File: config.mk
export PLATFORM = sky130hd
export DESIGN_NAME = serial_addsub_flat
export DESIGN_NICKNAME = d
export VERILOG_FILES = /design/src/rtl/serial_addsub_if.sv /design/src/rtl/serial_addsub.sv /design/src/flat_wrapper.sv
export SDC_FILE = /design/constraint.sdc
export NUM_CORES = 1
export LEC_CHECK = 0
export CAP_MARGIN = 0
export CORE_UTILIZATION = 56
export CTS_BUF_LIST = sky130_fd_sc_hd__clkbuf_16
export DETAILED_ROUTE_END_ITERATION = 10
export GPL_ROUTABILITY_DRIVEN = 0
export GPL_TIMING_DRIVEN = 1
export PLACE_DENSITY = 0.86
export SLEW_MARGIN = 20
export SYNTH_ARGS = -nofsm -noshare
export SYNTH_HDL_FRONTEND = slang
export SYNTH_SLANG_ARGS = --single-unit
File: constraint.sdc
create_clock -name clk -period 2.4 [get_ports clk]
set_clock_uncertainty 0.05 [all_clocks]
set_input_delay 0.6 -clock clk [delete_from_list [all_inputs] [get_ports clk]]
set_output_delay 0.6 -clock clk [all_outputs]
set_load 0.1 [all_outputs]
File: src/rtl/serial_addsub_if.sv
// Operand/result bundle for serial_addsub: request side (start, sub, a, b)
// and result side (busy, done, sum, cout, ovf).
interface serial_addsub_if #(
  parameter int WIDTH = 16
);
  logic             start;
  logic             sub;
  logic [WIDTH-1:0] a;
  logic [WIDTH-1:0] b;
  logic             busy;
  logic             done;
  logic [WIDTH-1:0] sum;
  logic             cout;
  logic             ovf;

  modport master (output start, sub, a, b, input busy, done, sum, cout, ovf);
  modport slave  (input start, sub, a, b, output busy, done, sum, cout, ovf);
endinterface

File: src/rtl/serial_addsub.sv
// Digit-serial adder/subtractor: DIGIT bits per clock, LSB chunk first,
// with a rippled carry register. Subtract is a + ~b + 1.
module serial_addsub #(
  parameter int WIDTH = 16,
  parameter int DIGIT = 4
) (
  input  logic             clk,
  input  logic             rst_n,
  serial_addsub_if.slave   bus
);
  localparam int N  = WIDTH / DIGIT;
  localparam int CW = $clog2(N) + 1;

  if (WIDTH < 2 || DIGIT < 1 || (WIDTH % DIGIT) != 0) begin : g_bad_cfg
    $error("serial_addsub: WIDTH must be >=2 and a multiple of DIGIT");
  end

  typedef enum logic [1:0] {IDLE, BUSY, DONE} state_t;

  state_t           state;
  logic [WIDTH-1:0] opa;     // shifts right one chunk per cycle
  logic [WIDTH-1:0] opb;     // b or ~b, shifts with opa
  logic             a_msb;   // operand sign bits kept for the overflow test
  logic             b_msb;
  logic             carry;
  logic [CW-1:0]    cnt;
  logic [WIDTH-1:0] res;     // chunks enter at the top and shift down

  logic [DIGIT:0]   csum;
  logic [WIDTH-1:0] res_nxt;

  // One chunk of the ripple sum, and the result register after inserting it.
  always_comb begin
    csum    = {1'b0, opa[DIGIT-1:0]} + {1'b0, opb[DIGIT-1:0]} + {{DIGIT{1'b0}}, carry};
    res_nxt = WIDTH'({csum[DIGIT-1:0], res} >> DIGIT);
  end

  // Control FSM with registered datapath and outputs.
  always_ff @(posedge clk or negedge rst_n) begin
    if (!rst_n) begin
      state    <= IDLE;
      opa      <= '0;
      opb      <= '0;
      a_msb    <= 1'b0;
      b_msb    <= 1'b0;
      carry    <= 1'b0;
      cnt      <= '0;
      res      <= '0;
      bus.busy <= 1'b0;
      bus.done <= 1'b0;
      bus.sum  <= '0;
      bus.cout <= 1'b0;
      bus.ovf  <= 1'b0;
    end else begin
      bus.done <= 1'b0;
      case (state)
        IDLE, DONE: begin
          if (bus.start) begin
            opa      <= bus.a;
            opb      <= bus.sub ? ~bus.b : bus.b;
            a_msb    <= bus.a[WIDTH-1];
            b_msb    <= bus.sub ? ~bus.b[WIDTH-1] : bus.b[WIDTH-1];
            carry    <= bus.sub;
            cnt      <= '0;
            bus.busy <= 1'b1;
            state    <= BUSY;
          end else begin
            state    <= IDLE;
          end
        end
        BUSY: begin
          opa   <= opa >> DIGIT;
          opb   <= opb >> DIGIT;
          carry <= csum[DIGIT];
          res   <= res_nxt;
          cnt   <= cnt + CW'(1);
          if (cnt == CW'(N - 1)) begin
            bus.sum  <= res_nxt;
            bus.cout <= csum[DIGIT];
            bus.ovf  <= (a_msb == b_msb) && (res_nxt[WIDTH-1] != a_msb);
            bus.busy <= 1'b0;
            bus.done <= 1'b1;
            state    <= DONE;
          end
        end
        default: state <= IDLE;
      endcase
    end
  end
endmodule

File: src/flat_wrapper.sv
// flat-port wrapper written by rule: the top's interface ports become plain ports
module serial_addsub_flat 
#(
  parameter int WIDTH = 16,
  parameter int DIGIT = 4
)
  (clk, rst_n, bus_start, bus_sub, bus_a, bus_b, bus_busy, bus_done, bus_sum, bus_cout, bus_ovf);
  serial_addsub_if #(.WIDTH(WIDTH)) bus_i ();
  input  logic clk;
  input  logic rst_n;
  input wire logic [$bits(bus_i.start)-1:0] bus_start;
  input wire logic [$bits(bus_i.sub)-1:0] bus_sub;
  input wire logic [$bits(bus_i.a)-1:0] bus_a;
  input wire logic [$bits(bus_i.b)-1:0] bus_b;
  output wire logic [$bits(bus_i.busy)-1:0] bus_busy;
  output wire logic [$bits(bus_i.done)-1:0] bus_done;
  output wire logic [$bits(bus_i.sum)-1:0] bus_sum;
  output wire logic [$bits(bus_i.cout)-1:0] bus_cout;
  output wire logic [$bits(bus_i.ovf)-1:0] bus_ovf;
  assign bus_i.start = bus_start;
  assign bus_i.sub = bus_sub;
  assign bus_i.a = bus_a;
  assign bus_i.b = bus_b;
  assign bus_busy = bus_i.busy;
  assign bus_done = bus_i.done;
  assign bus_sum = bus_i.sum;
  assign bus_cout = bus_i.cout;
  assign bus_ovf = bus_i.ovf;
  serial_addsub #(.WIDTH(WIDTH), .DIGIT(DIGIT)) u_core (.clk(clk), .rst_n(rst_n), .bus(bus_i));
endmodule
After elaboration in Yosys (flattened, before gate mapping)

Index checks and enable logic that the tools add are counted.

Eq/ne operators: 7
Bitwise logic cells: 2
$add $sub $neg: 3
Reductions and logical operators: 8
Multiplexer cells: 18

Operators with widths:

| cell                  | count |
|---|---|
| $pmux W16 S2          | 2 |
| $mux W16              | 3 |
| $not A16 Y16          | 1 |
| $mux W1               | 7 |
| $pmux W3 S2           | 1 |
| $reduce_and A2 Y1     | 3 |
| $add A4 B4 Y5         | 1 |
| $add A5 B1 Y5         | 1 |
| $pmux W1 S2           | 2 |
| $pmux W2 S2           | 1 |
| $add A3 B1 Y3 const B | 1 |
| $eq A3 B2 Y1 const B  | 1 |
| $mux W3               | 1 |
| $reduce_and A3 Y1     | 1 |
| $eq A2 B1 Y1 const B  | 1 |
| $eq A2 B2 Y1 const B  | 1 |
| $logic_not A2 Y1      | 1 |
| $mux W2               | 1 |
| $ne A2 B1 Y1 const B  | 1 |
| $ne A2 B2 Y1 const B  | 1 |
| $reduce_bool A2 Y1    | 1 |
| $reduce_or A2 Y1      | 1 |
| $eq A1 B1 Y1          | 1 |
| $logic_and A1 B1 Y1   | 1 |
| other kinds (2)       | 2 |

Output and inout bits: 20
Word-level logic and storage cells: 51
Bits of input ports: 36
Bits in registers: 76

Depth between registers and ports, before layout

Word-level depth: 4
Depth in mapped cells: 7
Mapped depth without buffers: 7

Least setup slack after synthesis

Ideal clock, no wire load.

Path type: reg2reg
Start: register u_core.carry
End: register u_core.carry
Data required time: 2220 ps
Path buffers: 0
Data arrival time: 1474 ps
Stages on the path, launching flop included: 8
Library setup time: 130 ps
Slack: 746 ps
Cells stage by stage: dfrtp_1 > fa_1 > inv_1 > fa_1 > inv_1 > a21o_1 > a21oi_1 > o21ai_0

Cells in the longest elaborated chain, start to end: 2

RTL lines:

| what                     | RTL line            | source |
|---|---|---|
| start: declaration       | serial_addsub.sv:25 | `logic carry;` |
| start signal: assignment | serial_addsub.sv:63 | `carry <= bus.sub;` |
| start signal: assignment | serial_addsub.sv:74 | `carry <= csum[DIGIT];` |
| $add A5 B1 Y5            | serial_addsub.sv:34 | `csum = {1'b0, opa[DIGIT-1:0]} + {1'b0, opb[DIGIT-1:0]} + {{DIGIT{1'b0}}, carry};` |
| $pmux W1 S2              | serial_addsub.sv:56 | `case (state)` |

Every way passes these cells.
A chain may end at the register's enable or synchronous reset.

Final worst setup path

Ends and elaborated chain as after synthesis.

==> flow_summary.yaml <==
critical_path:
  critPathSlowestCell: "fa_1"
  crit_path_cell_trace: "fa_1, inv_1, fa_1, inv_1, a21o_1, a21oi_1, o21ai_0"
  path_class: "flip-flop to flip-flop"
  slowest_delay_ps: 460
  cp_data_arrival_time_ps: 1980
  timing.rr.end: "u_core.carry$_DFFE_PN0P_"
  cp_top_family: "adder cells"
  crit_buf_inv: 2
  cp_max_fo: 2
  rr_startpoint: "u_core.carry$_DFFE_PN0P_"
  reg2reg_depth: 7
  rrSetupSlack_ps: 560
  critPathCaptureType: "flip-flop"
  cp-start-kind: "flip-flop"
  crit_required_ps: 2540
route:
  initialDrtViolationCount: 122
  num_vias: 2225
  drcViolationCount: 0
  firstDrtPassIters: 4
  routedWlPerCell_um: 14.5
  vias_per_cell: 5.43
  wl_um: 5950
  antenna_left: 0
floorplan:
  die_area_um2: 5940
  ios: 56
  die_w_um: 77.1
  initial_core_util: 0.599
  rows: 26
  fp.dieH_um: 77.1
  coreArea_um2: 5270
final_layout:
  seq_area_um2: 1800
  final_area_um2: 3960
  area_delta_synth_final_pct: 25.4
  drive_gt1_frac: 0.165
  utilization: 0.750
  n_antenna_cell: 0
  nNetsFinal: 378
  multi_input_area_um2: 1210
  fin_cells: 410
  fill_cells: 369
cts:
  cts_setup_buffers: 0
  cts_made_buffers: 9
  cts_tree: "done"
  cts-root-buf: "clkbuf_16"
  cts_hold_buf: 0
  cts.sinks: 72
  post_cts_resized: 0
  clock_latency_ps: 330
  htree_levels: 3
  cts_buffer_depth: 2
  clk_pin_slew_ps: 60
power_and_ir_drop:
  ir_worst_vdd_mv: 1.01
  powerDensity_nw_per_um2: 1610
  p_leak_nw: 1.92
  p_total_mw: 6.36
timing:
  setup_viol_count_final: 0
  max_freq_ghz: 0.543
  tns_ps: 0
  slew_headroom: 0.552
  layout_min_cycle_time_ps: 1840
  rsz0062_at_grt: "no"
  finalCritPeriodShare: 0.767
  drv_slew: 0
  tightestPinTransition_ps: 672
  hold_violations: 0
placed_design:
  dpl.cell_count: 394
  io_buffers: 55
  hpwl_um: 4120
  place_area_um2: 3670
global_route:
  grt-ovfl-total: 0
  grt_max_degree: 37
  grt_pass1_wl_um: 10100
  antenna_found_initial: 0
  track_usage: 0.225
  grt_pass1_vias: 2194
synth:
  ys_ff_latch: 72
  synthesis.nets: 323
  syn_area_per_cell_um2: 11.3
  ys_seq_area_frac: 0.571
  netlist_instances: 280
  ys_types: 34
  ys_warn_count: 0
  netlist_area_um2: 3150
hold_path:
  hold_class: "input pin to asynchronous set/reset pin"
run_status:
  outcome: "complete, no violations"
flow_run:
  drv_cap: 0
[sequential cells by signal (all words and copies together), names as in the netlist, 2 cells and up]
| name | flops |
|---|---|
| u_core.state | 2 |
| u_core.res | 12 |
| u_core.opa | 16 |
| u_core.opb | 16 |
| u_core.cnt | 3 |
| u_core.bus.sum | 16 |
[worst max-delay path by stage]
stage / endpoint / cells past startpoint / from
floorplan: u_core.carry$_DFFE_PN0P_ / 7 / u_core.carry$_DFFE_PN0P_
global placement: u_core.opb[3]$_DFFE_PN0P_ / 4 / bus_start
detailed placement: u_core.opb[5]$_DFFE_PN0P_ / 4 / bus_start
CTS: u_core.carry$_DFFE_PN0P_ / 7 / u_core.opb[0]$_DFFE_PN0P_
global route: u_core.res[15]$_DFFE_PN0P_ / 5 / u_core.carry$_DFFE_PN0P_
finish: u_core.carry$_DFFE_PN0P_ / 7 / u_core.carry$_DFFE_PN0P_
[Yosys cell counts]
| master | number | area share |
|---|---|---|
| o211ai_1 | 1 | 0.0024 |
| buf_2 | 11 | 0.017 |
| inv_4 | 1 | 0.0020 |
| and2b_4 | 1 | 0.0032 |
| nor3b_1 | 1 | 0.0024 |
| inv_1 | 6 | 0.0071 |
| fa_1 | 2 | 0.013 |
| nor2_8 | 1 | 0.0063 |
| o21ai_1 | 4 | 0.0063 |
| a22oi_1 | 12 | 0.029 |
| a221o_1 | 13 | 0.041 |
| and3b_1 | 1 | 0.0028 |
| a22o_1 | 4 | 0.011 |
| buf_4 | 2 | 0.0048 |
| mux2_2 | 13 | 0.046 |
| ha_1 | 5 | 0.020 |
| nand2_1 | 74 | 0.088 |
| nand2_8 | 1 | 0.0063 |
| a21o_1 | 2 | 0.0048 |
| xor2_1 | 3 | 0.0083 |
| buf_6 | 2 | 0.0071 |
| dfrtp_1 | 72 | 0.57 |
| xnor2_1 | 15 | 0.042 |
| nor2b_4 | 1 | 0.0044 |
| or2b_1 | 1 | 0.0024 |
| nor3_1 | 1 | 0.0016 |
| nand2b_1 | 1 | 0.0020 |
| nor2_1 | 12 | 0.014 |
| o21ai_0 | 10 | 0.016 |
| or3_1 | 1 | 0.0020 |
| buf_12 | 1 | 0.0063 |
| nand3_1 | 2 | 0.0032 |
| a21oi_1 | 2 | 0.0032 |
| a211o_1 | 1 | 0.0028 |
[power by group]
group	internal (mW)	switching, mW	total [mW]
Combinational	0.931	2.08	3.01
Sequential	1.76	0.346	2.11
Clock	0.784	0.460	1.24
Total	3.48	2.88	6.36
[cell usage in the layout, fill, tap and decap left out, types with 2 or more instances in the layout]
cell type	instances
buf_4	24
o21ai_1	4
fa_1	2
clkinv_2	2
a21oi_1	2
nand3_1	2
a221o_1	13
ha_1	5
mux2_2	13
xor2_1	3
clkdlybuf4s50_1	34
dfrtp_1	72
a22oi_1	12
a22o_1	4
inv_1	8
clkbuf_16	9
clkinv_1	2
xnor2_1	15
a21o_1	2
nor2_1	12
o21ai_0	10
nand2_1	74
[routing by layer]
layer  up-vias  GRT usage  wire length, um
met3        13     0.0738              283
met1      1081      0.284             2590
met5         -          0                0
met2        65      0.365             2930
met4         0     0.0774              139
li1       1066          -                -
[final cells by class]
| type | count | share of cell area |
|---|---|---|
| Sequential cell | 72 | 0.456 |
| Multi-Input combinational cell | 185 | 0.306 |
| Timing Repair Buffer | 60 | 0.138 |
| Clock buffer | 9 | 0.0569 |
| Tap cell | 70 | 0.0221 |
| Clock inverter | 7 | 0.0139 |
| Inverter | 7 | 0.00728 |
[logic make-up (layout without fill, tap and decap cells)]
family / Yosys count / count (layout) / synth area share
DFF: 72 / 72 / 0.571
muxes: 13 / 13 / 0.0464
adders and majority gates: 7 / 7 / 0.0325
xor gates and xnor gates: 18 / 18 / 0.0500
AOI/OAI and AO/OA: 49 / 49 / 0.116
buffers and inverters: 23 / 83 / 0.0448
and+or+nand+nor: 98 / 98 / 0.139
[through the flow]
stage | hold WS (ps) | setup slack [ps]
6_report | 183 | 558
5_1_grt | 210 | 474
4_1_cts | 195 | 555
3_5_place_dp | 412 | 261
3_3_place_gp | 408 | 339
2_1_floorplan | 254 | 746
Note: power is estimated with default switching activity, not from simulation.
